### src/rtl/tick_sched.sv
// Programmable tick scheduler: divides clki by a configurable divisor,
// emitting a tick pulse, a square wave and a tick counter, with run/pause/idle control.
module tick_sched #(
    parameter int DIV_W   = 27,
    parameter int DEF_DIV = 25000000,
    parameter int SEC_W   = 16
) (
    input  logic             clki,
    input  logic             rst_n,
    input  logic             cfg_valid,
    input  logic [DIV_W-1:0] cfg_div,
    output logic             cfg_ready,
    input  logic             start,
    input  logic             stop,
    output logic             tick,
    output logic             clk_out,
    output logic [SEC_W-1:0] sec_cnt,
    output logic [1:0]       state
);

    typedef enum logic [1:0] {
        S_IDLE  = 2'b00,
        S_RUN   = 2'b01,
        S_PAUSE = 2'b10
    } state_t;

    localparam logic [DIV_W-1:0] DEF_DIV_C = DIV_W'(DEF_DIV);
    localparam logic [DIV_W-1:0] MIN_DIV   = DIV_W'(2);

    state_t             state_q, state_d;
    logic [DIV_W-1:0]   div_q, div_d;
    logic [DIV_W-1:0]   cnt_q, cnt_d;
    logic [SEC_W-1:0]   sec_q, sec_d;
    logic               tick_q, tick_d;
    logic               clk_out_q, clk_out_d;

    assign cfg_ready = (state_q == S_IDLE);
    assign tick      = tick_q;
    assign clk_out   = clk_out_q;
    assign sec_cnt   = sec_q;
    assign state     = state_q;

    // State and datapath registers, cleared asynchronously on reset
    always_ff @(posedge clki or negedge rst_n) begin
        if (!rst_n) begin
            state_q   <= S_IDLE;
            div_q     <= DEF_DIV_C;
            cnt_q     <= '0;
            sec_q     <= '0;
            tick_q    <= 1'b0;
            clk_out_q <= 1'b0;
        end else begin
            state_q   <= state_d;
            div_q     <= div_d;
            cnt_q     <= cnt_d;
            sec_q     <= sec_d;
            tick_q    <= tick_d;
            clk_out_q <= clk_out_d;
        end
    end

    // Next-state logic: divisor load, period counting and run control
    always_comb begin
        state_d   = state_q;
        div_d     = div_q;
        cnt_d     = cnt_q;
        sec_d     = sec_q;
        tick_d    = 1'b0;
        clk_out_d = clk_out_q;

        if (cfg_valid && cfg_ready) begin
            div_d = (cfg_div < MIN_DIV) ? MIN_DIV : cfg_div;
        end

        unique case (state_q)
            S_IDLE: begin
                if (start && !stop) begin
                    state_d = S_RUN;
                    cnt_d   = '0;
                    sec_d   = '0;
                end
            end
            S_RUN: begin
                // The stop edge still counts, so a due tick is not lost
                if (cnt_q == div_q - DIV_W'(1)) begin
                    cnt_d     = '0;
                    tick_d    = 1'b1;
                    clk_out_d = ~clk_out_q;
                    sec_d     = sec_q + SEC_W'(1);
                end else begin
                    cnt_d = cnt_q + DIV_W'(1);
                end
                if (stop) begin
                    state_d = S_PAUSE;
                end
            end
            S_PAUSE: begin
                if (stop) begin
                    state_d   = S_IDLE;
                    cnt_d     = '0;
                    sec_d     = '0;
                    clk_out_d = 1'b0;
                end else if (start) begin
                    state_d = S_RUN;
                end
            end
            default: begin
                state_d   = S_IDLE;
                cnt_d     = '0;
                sec_d     = '0;
                clk_out_d = 1'b0;
            end
        endcase
    end

endmodule

### config.mk
export PLATFORM = sky130hd
export DESIGN_NAME = tick_sched
export DESIGN_NICKNAME = d
export VERILOG_FILES = /design/src/rtl/tick_sched.sv
export SDC_FILE = /design/constraint.sdc
export NUM_CORES = 1
export LEC_CHECK = 0
export CAP_MARGIN = 20
export CORE_MARGIN = 8
export CORE_UTILIZATION = 45
export CTS_CLUSTER_DIAMETER = 100
export DETAILED_ROUTE_END_ITERATION = 10
export PLACE_DENSITY = 0.66
export SETUP_SLACK_MARGIN = 0.1
export SYNTH_ARGS = -nofsm -noshare
export SYNTH_HDL_FRONTEND = slang
export SYNTH_SLANG_ARGS = --single-unit
### constraint.sdc
create_clock -name clki -period 3.6 [get_ports clki]
set_clock_uncertainty 0.15 [all_clocks]
set_input_delay 0.54 -clock clki [delete_from_list [all_inputs] [get_ports clki]]
set_output_delay 0.54 -clock clki [all_outputs]
set_load 0.02 [all_outputs]
# Word level (Yosys, flattened, before mapping)
# Index checks and enable logic that the tools add are counted.
# op_classes
magnitude_cmp	1
bitwise_logic	2
add_sub_neg	3
n_reduce_logical	8
n_eq_ne	8
n_mux	19
# ops
op	count
two-way mux 27 bit	4
case mux 27 bit (3 select lines)	1
two-way mux 16 bit	3
case mux 16 bit (3 select lines)	1
adder 27 x 1 -> 27 bit (second input constant)	1
== test 27 bit	1
< comparator 27 x 2 -> 1 bit (second input constant)	1
subtractor 27 x 1 -> 27 bit (second input constant)	1
adder 16 x 1 -> 16 bit (second input constant)	1
AND reduction 3 bit	3
two-way mux 2 bit	4
inequality test 2 bit (second input constant)	3
case mux 2 bit (3 select lines)	1
two-way mux 1 bit	4
inequality test 3 bit (second input constant)	1
case mux 1 bit (3 select lines)	1
== test 2 x 1 -> 1 bit (second input constant)	1
== test 2 bit (second input constant)	1
logical AND 1 bit	2
zero test 2 bit	1
inequality test 2 x 1 -> 1 bit (second input constant)	1
NOT 1 bit	2
AND reduction 2 bit	1
zero test 1 bit	1
# totals
output_inout_bits	21
word_cells	47
reg_bits	74

# Depth between registers and ports, before layout
# Gate-level depths: netlist of the first run.
# depth
word_depth	4
depth_mapped	11
mapped_depth_nobuf	10

# Worst setup path before layout of the first run
# No wires, ideal clock.
# synth_path
path_type	register to register
startpoint	reg div_q[0]
endpoint	reg sec_q[3], in the netlist sec_cnt[3]
arrival_time_ns	2.955
slack_ns	0.364
stages_incl_launch_ff	12
synth_period_minus_slack_ns	3.236
cell_sequence	dfrtp_1 -> inv_1 -> ha_1 -> nor3b_2 -> nand3_1 -> or4_1 -> o31a_1 -> nor3_1 -> and4_1 -> buf_2 -> a211oi_1 -> or3b_1
# synth_via
elab_chain_len	4
# synth_lines
element	line_no	rtl
from (decl)	31	logic [DIV_W-1:0] div_q, div_d;
from (signal assigned)	54	div_q <= div_d;
subtractor 27 x 1 -> 27 bit	85	if (cnt_q == div_q - DIV_W'(1)) begin
== test 27 bit	85	
inequality test 2 bit (no line)	n/a	
AND reduction 3 bit (no line)	n/a	
to (signal assigned)	49	sec_q <= '0;
to (signal assigned)	56	sec_q <= sec_d;
to (decl)	33	logic [SEC_W-1:0] sec_q, sec_d;
# No other way between the ends.
# A chain may end at the register's enable or synchronous reset.

# Final worst setup path of the first run
# layout_path
startpoint	reg div_q[1]
endpoint	reg sec_q[9], in the netlist sec_cnt[9]
# Same word-level chain as after synthesis.

==> run metrics, run 1 <==
dpl ws=0.0319 ns; sw power=0.000735 W; vias in the first global route=4098; tightest hold margin=0.182 ns; Post-synth EDFFs=0; R2R cell count=8; Mapped Nets=530; CP Class=reg -> reg; Routed WL per cell=17.3 µm; CP Data Required Time=3.73 ns; register area share after synthesis=40.4%; Critical Path Fanout Max=9; clock network power share=33.2%; crit start category=flop; First-pass DRT Iterations=4; largest net degree at the start of global routing=75; GP Congestion=0.896; share of cells above drive strength 1=17.3%; width of the die=117 µm; Num Clock Sinks=74; final setup vio count=0; clock-pin slew on the worst setup and hold paths=0.09 ns; CP Capture Type=flop; Slew HR=36.3%; top cells by area, synth=dfrtp_1 (34%), dfstp_2 (6.8%), mux2_2 (6.3%), xnor2_1 (5.5%), xor2_1 (4.6%); Remaining DRCs=0; Final Hold Violating Endpoints=0; boundary pin count=53; WL met2=5760 µm; die footprint=0.0138 mm²; Synth Warn #=0; PortBufs=52; area leader, netlist=dfrtp_1; first-pass GRT wire length=20400 µm; HPWL Detailed=9140 µm; Area Overhead vs Synth=23.6%; P_int=0.00165 W; worst skew pair latency=0.35 ns; synthesized instance count=495; Avg Cell Area, Syn=9.33 µm²; Sw Ratio=30.8%; Cell variety after synth=66; global route overflow=0; Async SR Flop Fraction=100%; Core Rows=37; CTS Buf Count=9; Total Routing Usage GR=18.8%; CP Data Arrival Time=3.48 ns; final slew viol count=0; Final #Nets=595; Initial Utilization=45.5%; antenna diode count=0; met1 WL=5690 µm; status=finished clean; Clock Path Buffers=2; Total Wirelength=12100 µm; max-cap viol count=0; Pwr Density=418 mW/mm²; leakage power=2.28 nW; CTS tree=done; most frequent cell after synthesis=dfrtp_1; post-layout minimum cycle time=3.35 ns; Root Buffer=clkbuf_8; Post-synth top cells=dfrtp_1 (62), nor2_1 (46), nand2_1 (34); post-route setup TNS=0 ns; Detail Route Antenna Nets=0; Seq pwr share=43.6%; synthesized area=0.00462 mm²; antenna violations before repair=0; fin crit share=93.1%; cts hold-fix bufs=0; Max Clk Rate=298 MHz; vias after detailed routing=4010; Worst Hold Class=in -> async; RSZ-0062 raised after global routing=true; Yosys top cell area share=33.6%; H-tree levels=3; initial DRC count=268; combinational power share=23.1%; Slew @ Worst Pin=0.955 ns; DR top layer=met4; Peak VDD IR=0.228 mV; dominant synthesized flop cell=dfrtp_1; die extent in y=117 µm; routed vias/inst=5.72; Core Box Area=0.0101 mm²; synthesized flop and latch total=74; WL met3=493 µm; Worst Slack Setup Final=0.247 ns
-- metal layers --
metal | GRT usage, % | vias up
met5 | 0 | -
met4 | 6.23 | 0
met3 | 3.44 | 15
met2 | 29.6 | 82
met1 | 25.5 | 1971
li1 | - | 1942
-- cell families after synthesis --
family                     Yosys count  share of synthesized area (%)
muxes                               30                           7.21
AOI/OAI and AO/OA                   82                           12.4
and+or+nand+nor                    213                           25.6
xor gates and xnor gates            53                           10.1
adders and majority gates            3                          0.813
buffers and inverters               40                           3.58
DFF                                 74                           40.4
-- critical path: stages, from the launching register on --
cell       delay, ns
dfrtp_1         0.42
or4_4           0.59
or4_4           0.45
a2111oi_2       0.36
nand3_1         0.16
nor4_4          0.25
nand4_4         0.21
or4_1           0.54
a21oi_1         0.15
-- power by group through the flow --
stage                     Sequential [W]  Clock [W]  Combinational, W
final                            0.00104   0.000793          0.000551
after global routing             0.00106   0.000851          0.000606
after CTS                        0.00104   0.000809          0.000537
after detailed placement         0.00105          0          0.000532
after global placement           0.00105          0          0.000526
after floorplan                  0.00100          0          0.000379
-- path summary, 6_finish.rpt --
check / startpoint / endpoint / slack [ns]
worst max register to register: div_q[1]$_DFFE_PN0P_ / sec_cnt[9]$_DFFE_PN0P_ / 0.25
worst min register to register: div_q[26]$_DFFE_PN0P_ / div_q[26]$_DFFE_PN0P_ / 0.39
min in group clki: div_q[26]$_DFFE_PN0P_ / div_q[26]$_DFFE_PN0P_ / 0.39
worst min-delay path: rst_n / cnt_q[24]$_DFFE_PN0P_ / 0.18
max in group asynchronous: rst_n / cnt_q[18]$_DFFE_PN0P_ / 2.48
worst max-delay path: div_q[1]$_DFFE_PN0P_ / sec_cnt[9]$_DFFE_PN0P_ / 0.25
-- through the flow --
stage | instance area (µm²) | power, W | util [%] | cells
6_report | 5710 | 0.00238 | 56.3 | 701
5_1_grt | 5710 | 0.00252 | 56.3 | 701
4_1_cts | 5640 | 0.00239 | 55.7 | 699
3_5_place_dp | 5390 | 0.00159 | 53.2 | 683
3_3_place_gp | 5390 | 0.00158 | 53.2 | 683
2_1_floorplan | 4620 | 0.00138 | - | 495
-- timing repair --
action / in CTS / in global routing
resized for setup: 3 / 9
pin swaps: 0 / 1
endpoints found under the setup margin: 33 / 41
setup buffers: 0 / 2
-- sequential cells by signal, summed over array words and instances (netlist names) --
name / count
cnt_q: 27
clk_out: 1
state: 2
tick: 1
sec_cnt: 16
div_q: 27
-- final cells by class --
cell class / instances / area, µm²
fill: 888 / 4430
multi-input combinational: 381 / 2650
sequential: 74 / 1870
tap: 136 / 170
clock buffer: 10 / 128
clock inverter: 6 / 114
timing repair buffer: 77 / 718
inverter: 17 / 63.8
-- cell usage in the layout (no fill, tap or decap), types with 3 or more instances in the layout --
| master | count |
|---|---|
| dfrtp_1 | 62 |
| clkdlybuf4s50_1 | 51 |
| nor2_1 | 46 |
| nand2_1 | 34 |
| xnor2_1 | 29 |
| mux2_2 | 26 |
| buf_4 | 25 |
| xor2_1 | 24 |
| nand3_1 | 19 |
| nor4_1 | 18 |
| inv_1 | 17 |
| a21oi_1 | 16 |
| and3_1 | 15 |
| nor3_1 | 14 |
| o21ai_0 | 13 |
| dfstp_2 | 12 |
| nand4_1 | 11 |
| clkbuf_8 | 9 |
| nand2b_1 | 7 |
| or3_1 | 7 |
| o31ai_1 | 6 |
| a31oi_1 | 6 |
| a21o_1 | 6 |
| or4_1 | 6 |
| and4_1 | 5 |
| mux2i_1 | 4 |
| nand3b_1 | 4 |
| nor4b_1 | 3 |
| o31a_1 | 3 |
| nor4_2 | 3 |
| o41ai_1 | 3 |
| a211oi_1 | 3 |
| nand4b_1 | 3 |
| ha_1 | 3 |
| bufinv_16 | 3 |
Note: power is estimated with default switching activity, not from simulation.
==> run 2: changes to the inputs <==
Settings changed: CORE_MARGIN 8 to not set.
==> run 2 against run 1 <==
Core utilization increased by 1.3 points. Clock power decreased by 15%. Register-to-register slack got worse by 0.07 ns. Routed wire length decreased by 3.1%. Sequential power about the same. Via count is 0.12% higher. Largest power group unchanged.
==> run metrics, run 2 (synthesized netlist as in run 1, its figures left out) <==
status=finished clean; CTS tree=done; Routed WL per cell=16.8 µm (-3.0%); CTS Buf Count=9 (unchanged); final slew viol count=0 (unchanged); die footprint=0.0107 mm² (-22%); FF/Latch Area=0.00187 mm² (unchanged); Initial Utilization=46.8% (+1.3 points); Root Buffer=clkbuf_8; multi-input logic area=0.00264 mm² (about the same); Core Box Area=0.00986 mm² (-2.7%); # placed instances=679 (-0.59%); final setup vio count=0 (unchanged); Max Clk Rate=292 MHz (-2.0%); sw power=0.000724 W (-1.5%); post-layout minimum cycle time=3.42 ns (+0.0697 ns); highest-count cells in the layout ignoring fill and taps=dfrtp_1 (62), clkdlybuf4s50_1 (51), nor2_1 (46), nand2_1 (34), xnor2_1 (29); Area Overhead vs Synth=23.0%; Num Clock Sinks=74 (unchanged); Final #Nets=597 (+0.34%); Slew @ Worst Pin=0.956 ns (+0.00106 ns); antenna diode count=0 (unchanged); HPWL Detailed=8850 µm (-3.1%); fin cells=700 (-0.14%); Seq pwr share=45.7% (+2.1 points); Critical Path Fanout Max=8 (-1); Core Rows=36 (-2.7%); Final Hold Violating Endpoints=0 (unchanged); Remaining DRCs=0 (unchanged); vias after detailed routing=4015 (+0.12%); most common cell after layout, fill and taps aside=dfrtp_1; crit path launch=div_q[0]$_DFFE_PN0P_; crit start category=flop; boundary pin count=53 (unchanged); first-pass GRT wire length=19300 µm (-5.4%); reg2reg start=div_q[0]$_DFFE_PN0P_; clock-pin slew on the worst setup and hold paths=0.08 ns (about the same); die extent in y=103 µm (-12%); H-tree levels=3 (unchanged); routed vias/inst=5.74 (+0.27%); global route overflow=0 (unchanged); Final Util=57.6% (+1.3 points); share of cells above drive strength 1=17.5% (+0.12 points); initial DRC count=183 (-32%); largest net degree at the start of global routing=75 (unchanged); vias in the first global route=3941 (-3.8%); Slew HR=36.3% (-0.071 points); cts hold-fix bufs=0 (unchanged); post-route setup TNS=0 ns (unchanged); PortBufs=52 (unchanged); leakage power=2.27 nW (-0.47%); RSZ-0062 raised after global routing=true; CP Class=reg -> reg; Pwr Density=400 mW/mm² (-4.2%); CP Data Arrival Time=3.52 ns (+0.04 ns); P_int=0.00155 W (-6.0%); fin crit share=95.1% (+1.9 points); CP Capture Type=flop; clock network power share=29.6% (-3.6 points); worst skew pair latency=0.35 ns (about the same); combinational power share=24.7% (+1.6 points); Sw Ratio=31.8% (+1.0 points); First-pass DRT Iterations=5 (+1); GP Congestion=0.892 (-0.49%); antenna violations before repair=0 (unchanged); CP Data Required Time=3.69 ns (-0.04 ns); width of the die=103 µm (-12%); fillers=876 (-1.4%); Total Wirelength=11700 µm (-3.1%); max-cap viol count=0 (unchanged); R2R cell count=9 (+1); Worst Hold Class=in -> async; Peak VDD IR=0.192 mV (-16%); Total Routing Usage GR=23.6% (+4.8 points); Detail Route Antenna Nets=0 (unchanged); Clock Path Buffers=2 (unchanged)
[run 2: power groups by stage]
stage | combinational, W | sequential [W] | clock [W]
after floorplan | 0.000379 | 0.00100 | 0
after global placement | 0.000529 | 0.00105 | 0
after detailed placement | 0.000536 | 0.00105 | 0
after CTS | 0.000542 | 0.00104 | 0.000692
after global routing | 0.000613 | 0.00105 | 0.000718
final | 0.000562 | 0.00104 | 0.000673
[run 2: final cells by class]
type                            instances  share of cell area, %
Multi-Input combinational cell        381                   46.6
Sequential cell                        74                   32.9
Timing Repair Buffer                   79                   12.9
Tap cell                              133                   2.93
Clock buffer                           12                   2.73
Inverter                               17                   1.12
Clock inverter                          4                  0.881
[run 2: through the flow]
step,setup WS (ns),power (W),area (µm²),hold slack [ns]
2_1_floorplan,0.364,0.00138,4620,0.0944
4_1_cts,0.129,0.00227,5590,0.222
5_1_grt,0.0126,0.00239,5680,0.270
6_report,0.178,0.00227,5680,0.196
3_3_place_gp,0.169,0.00158,5380,0.367
3_5_place_dp,0.0700,0.00159,5380,0.381
[run 2: final timing paths]
check	end	slack, ns
min in group clki	div_q[26]$_DFFE_PN0P_	0.40
hold reg to reg	div_q[26]$_DFFE_PN0P_	0.40
setup / recovery	clk_out$_DFFE_PN0P_	0.18
max in group asynchronous	cnt_q[17]$_DFFE_PN0P_	2.50
setup reg to reg	clk_out$_DFFE_PN0P_	0.18
hold / removal	div_q[15]$_DFFE_PN0P_	0.20
[run 2: repair_timing]
item,in CTS,in global routing
gates resized for setup,2,9
setup buffers,0,5
pin swaps,1,8
setup endpoints to repair,3,42
endpoints found under the hold margin,0,0
[run 2: routing by layer]
| layer | wire length, µm | track usage [%] | vias to the layer above |
|---|---|---|---|
| li1 | - | - | 1958 |
| met1 | 5590 | 32.4 | 1971 |
| met2 | 5510 | 38.4 | 70 |
| met3 | 436 | 2.96 | 16 |
| met4 | 208 | 8.34 | 0 |
| met5 | 0 | 0 | - |
[run 2: worst max-delay path: stages, from the launching register on]
cell       delay [ns]
dfrtp_1          0.43
or4_4            0.54
or4_4            0.46
a2111oi_4        0.35
nand3_2          0.15
nor4_4           0.40
and4_4           0.36
buf_4            0.14
o21ai_0          0.06
mux2_2           0.27
==> run 3: changes to the inputs <==
Settings changed: ABC_AREA set to 1, PLACE_DENSITY 0.66 to not set, PLACE_DENSITY_LB_ADDON set to 0.12.
==> run 3 against run 2 <==
Area after synthesis rose by 6.2%. Core utilization fell by 2.6 points. Clock power rose by 11%. Cell count grew 28%. Sequential share of layout area shrank 0.41 points. Count of clock-buffer cells in the layout is 3 lower. Via count rose by 14%.
==> run metrics, run 3 <==
status=finished clean; multi-input logic area=0.00271 mm² (+2.6%); Avg Cell Area, Syn=6.94 µm² (-26%); post-layout minimum cycle time=2.85 ns (-0.569 ns); synthesized instance count=706 (+43%); Pwr Density=414 mW/mm² (+3.3%); Post CTS Setup Buffer Count=0 (unchanged); CP Data Required Time=3.72 ns (+0.03 ns); Detail Route Antenna Nets=0 (unchanged); R2R cell count=15 (+6); leakage power=2.64 nW (+16%); Post-CTS Resized=0 (-2); initial DRC count=226 (+23%); post-synthesis compound-gate area fraction=6.05% (-6.3 points); Simple-Gate Fraction of Synth Area=38.5% (+13 points); dpl ws=0.764 ns (+0.694 ns); Clock Path Buffers=2 (unchanged); antenna diode count=0 (unchanged); synthesized area=0.00490 mm² (+6.2%); CP Capture Type=flop; CTS tree=done; clock network power share=31.3% (+1.7 points); Worst path slowest cell=nand2_4; Routed WL per cell=13.8 µm (-18%); Synth Warn #=0 (unchanged); first-pass GRT wire length=21000 µm (+8.7%); max-cap viol count=0 (unchanged); most frequent cell after synthesis=nand2_1; area leader, netlist=dfrtp_1; antenna violations before repair=0 (unchanged); Slew @ Worst Pin=0.965 ns (+0.00840 ns); Max Clk Rate=351 MHz (+20%); crit start category=flop; Critical Path Fanout Max=44 (+36); Worst R2R End=sec_cnt[8]$_DFFE_PN0P_; Slew HR=35.7% (-0.56 points); die footprint=0.0113 mm² (+6.0%); die extent in y=106 µm (+3.0%); reg2reg start=div_q[0]$_DFFE_PN0P_; Final #Nets=788 (+32%); final slew viol count=0 (unchanged); synthesized flop and latch total=74 (unchanged); post-route setup TNS=0 ns (unchanged); post-synthesis mux area share=0% (-7.2 points); width of the die=106 µm (+3.0%); reg-to-reg slack, setup=0.75 ns (+0.57 ns); CP Class=reg -> reg; Crit path top cell by count=nand2_1; largest net degree at the start of global routing=75 (unchanged); Synth Area in Adders=0.766% (-0.047 points); highest-count cells in the layout ignoring fill and taps=nand2_1 (227), nor2_1 (103), dfrtp_1 (62), inv_1 (56), clkdlybuf4s50_1 (51); Mapped Nets=741 (+40%); sw power=0.000840 W (+16%); Area Overhead vs Synth=17.4%; H-tree levels=3 (unchanged); cts hold-fix bufs=0 (unchanged); Remaining DRCs=0 (unchanged); fillers=1033 (+18%); worst skew pair latency=0.38 ns (+0.03 ns); Total Wirelength=12400 µm (+5.3%); Post-synth EDFFs=0 (unchanged); clock-pin slew on the worst setup and hold paths=0.09 ns (about the same); Root Buffer=clkbuf_8; vias after detailed routing=4595 (+14%); Initial Utilization=46.8% (about the same); RSZ-0062 raised after global routing=false; FF/Latch Area=0.00187 mm² (unchanged); register area share after synthesis=38.1% (-2.3 points); routed vias/inst=5.14 (-10%); Worst Slack Setup Final=0.747 ns (+0.569 ns); GP Congestion=0.942 (+5.6%); crit-path max cell delay=0.41 ns (-0.13 ns); main combinational cell family by area after synthesis=simple AND/OR/NAND/NOR gates; cells along the critical path=inv_2, ha_1, nand2_2, nor2_2, nand3_1, nand2_1, nand2_1, nor2_1, nand2_1, nor2_1, nand3_2, nand2_4, nand2_4, nand2_1, nand2_1; First-pass DRT Iterations=4 (-1); Total Routing Usage GR=23.6% (about the same); Peak VDD IR=0.320 mV (+67%); Core Box Area=0.0105 mm² (+6.1%); Yosys top cell area share=31.7% (-1.9 points); Seq pwr share=43.1% (-2.6 points); CP Data Arrival Time=2.98 ns (-0.54 ns); Core Rows=37 (+2.8%); Sw Ratio=35.3% (+3.4 points); P_int=0.00154 W (-0.63%); combinational power share=25.5% (+0.8 points); Post-synth top cells=nand2_1 (227), nor2_1 (103), dfrtp_1 (62); CTS Buf Count=9 (unchanged); top cells by area, synth=dfrtp_1 (32%), nand2_1 (17%), nor2_1 (7.9%), xor2_1 (7.3%), dfstp_2 (6.4%); most common cell after layout, fill and taps aside=nand2_1; PortBufs=52 (unchanged); vias in the first global route=4437 (+13%); Synth Area in XOR/XNOR=10.0% (-0.047 points); dominant synthesized flop cell=dfrtp_1; Final Hold Violating Endpoints=0 (unchanged); HPWL Detailed=9150 µm (+3.4%); share of cells above drive strength 1=6.86% (-11 points); fin crit share=79.2% (-16 points); Worst Hold Class=in -> async; final setup vio count=0 (unchanged); boundary pin count=53 (unchanged); Num Clock Sinks=74 (unchanged); global route overflow=0 (unchanged); Async SR Flop Fraction=100% (unchanged); Cell variety after synth=36 (-45%)
[run 3: cell count changes after synthesis, sizes merged, moves of 14 or more]
cell	delta
mux2	-26
and3	-15
nor2	+65
nand2	+200
inv	+41
xor2	+17
xnor2	-14
nor4	-17
nand3	+24
[run 3: worst max-delay path, delay by kind of cell (launching register included)]
family / cells / cell delay [ns]
AND/OR/NAND/NOR: 13 / 1.90
flip-flops: 1 / 0.40
adder cells (fa/ha/maj): 1 / 0.19
buffers and inverters: 1 / 0.08
[run 3: kinds of logic after synthesis]
| group | Yosys count |
|---|---|
| compound gates | 55 |
| flops | 74 |
| buf+inv | 81 |
| fa+ha+maj | 3 |
| simple gates | 437 |
| xor+xnor | 56 |
[run 3: worst max path at each step]
stage,from,endpoint
3_3_place_gp,div_q[0]$_DFFE_PN0P_,sec_cnt[8]$_DFFE_PN0P_
3_5_place_dp,div_q[0]$_DFFE_PN0P_,sec_cnt[8]$_DFFE_PN0P_
4_1_cts,div_q[0]$_DFFE_PN0P_,sec_cnt[9]$_DFFE_PN0P_
5_1_grt,div_q[0]$_DFFE_PN0P_,sec_cnt[0]$_DFFE_PN0P_
2_1_floorplan,div_q[0]$_DFFE_PN0P_,sec_cnt[2]$_DFFE_PN0P_
6_report,div_q[0]$_DFFE_PN0P_,sec_cnt[8]$_DFFE_PN0P_
[run 3: final cells by class]
class | instances | area share [%]
well taps | 136 | 2.96
multi-input cells | 551 | 47.2
clock inverters | 7 | 1.76
flip-flops and latches | 74 | 32.5
repair buffers | 56 | 9.53
clock buffers | 9 | 2.15
inverters | 61 | 3.98
[run 3: metrics by stage]
stage / power, W / util [%] / hold WS [ns] / cell area, µm² / instances
finish: 0.00238 / 55.0 / 0.150 / 5750 / 894
global route: 0.00253 / 55.0 / 0.215 / 5750 / 894
CTS: 0.00241 / 55.0 / 0.193 / 5750 / 894
detailed placement: 0.00165 / 52.8 / 0.330 / 5530 / 878
global placement: 0.00164 / 52.8 / 0.331 / 5530 / 878
floorplan: 0.00145 / - / 0.0944 / 4900 / 706
[run 3: per-layer routing]
layer	up-vias	part of all wire, %	global-route usage [%]
li1	2338	-	-
met1	2157	46	30.1
met2	88	48	39.5
met3	12	4.1	4.97
met4	0	1.7	7.74
met5	-	0	0
[run 3: power groups by stage]
stage,clock network [W],registers (W),logic [W]
after floorplan,0,0.00102,0.000431
after global placement,0,0.00104,0.000603
after detailed placement,0,0.00104,0.000609
after CTS,0.000765,0.00103,0.000613
after global routing,0.000791,0.00104,0.000695
final,0.000746,0.00103,0.000608
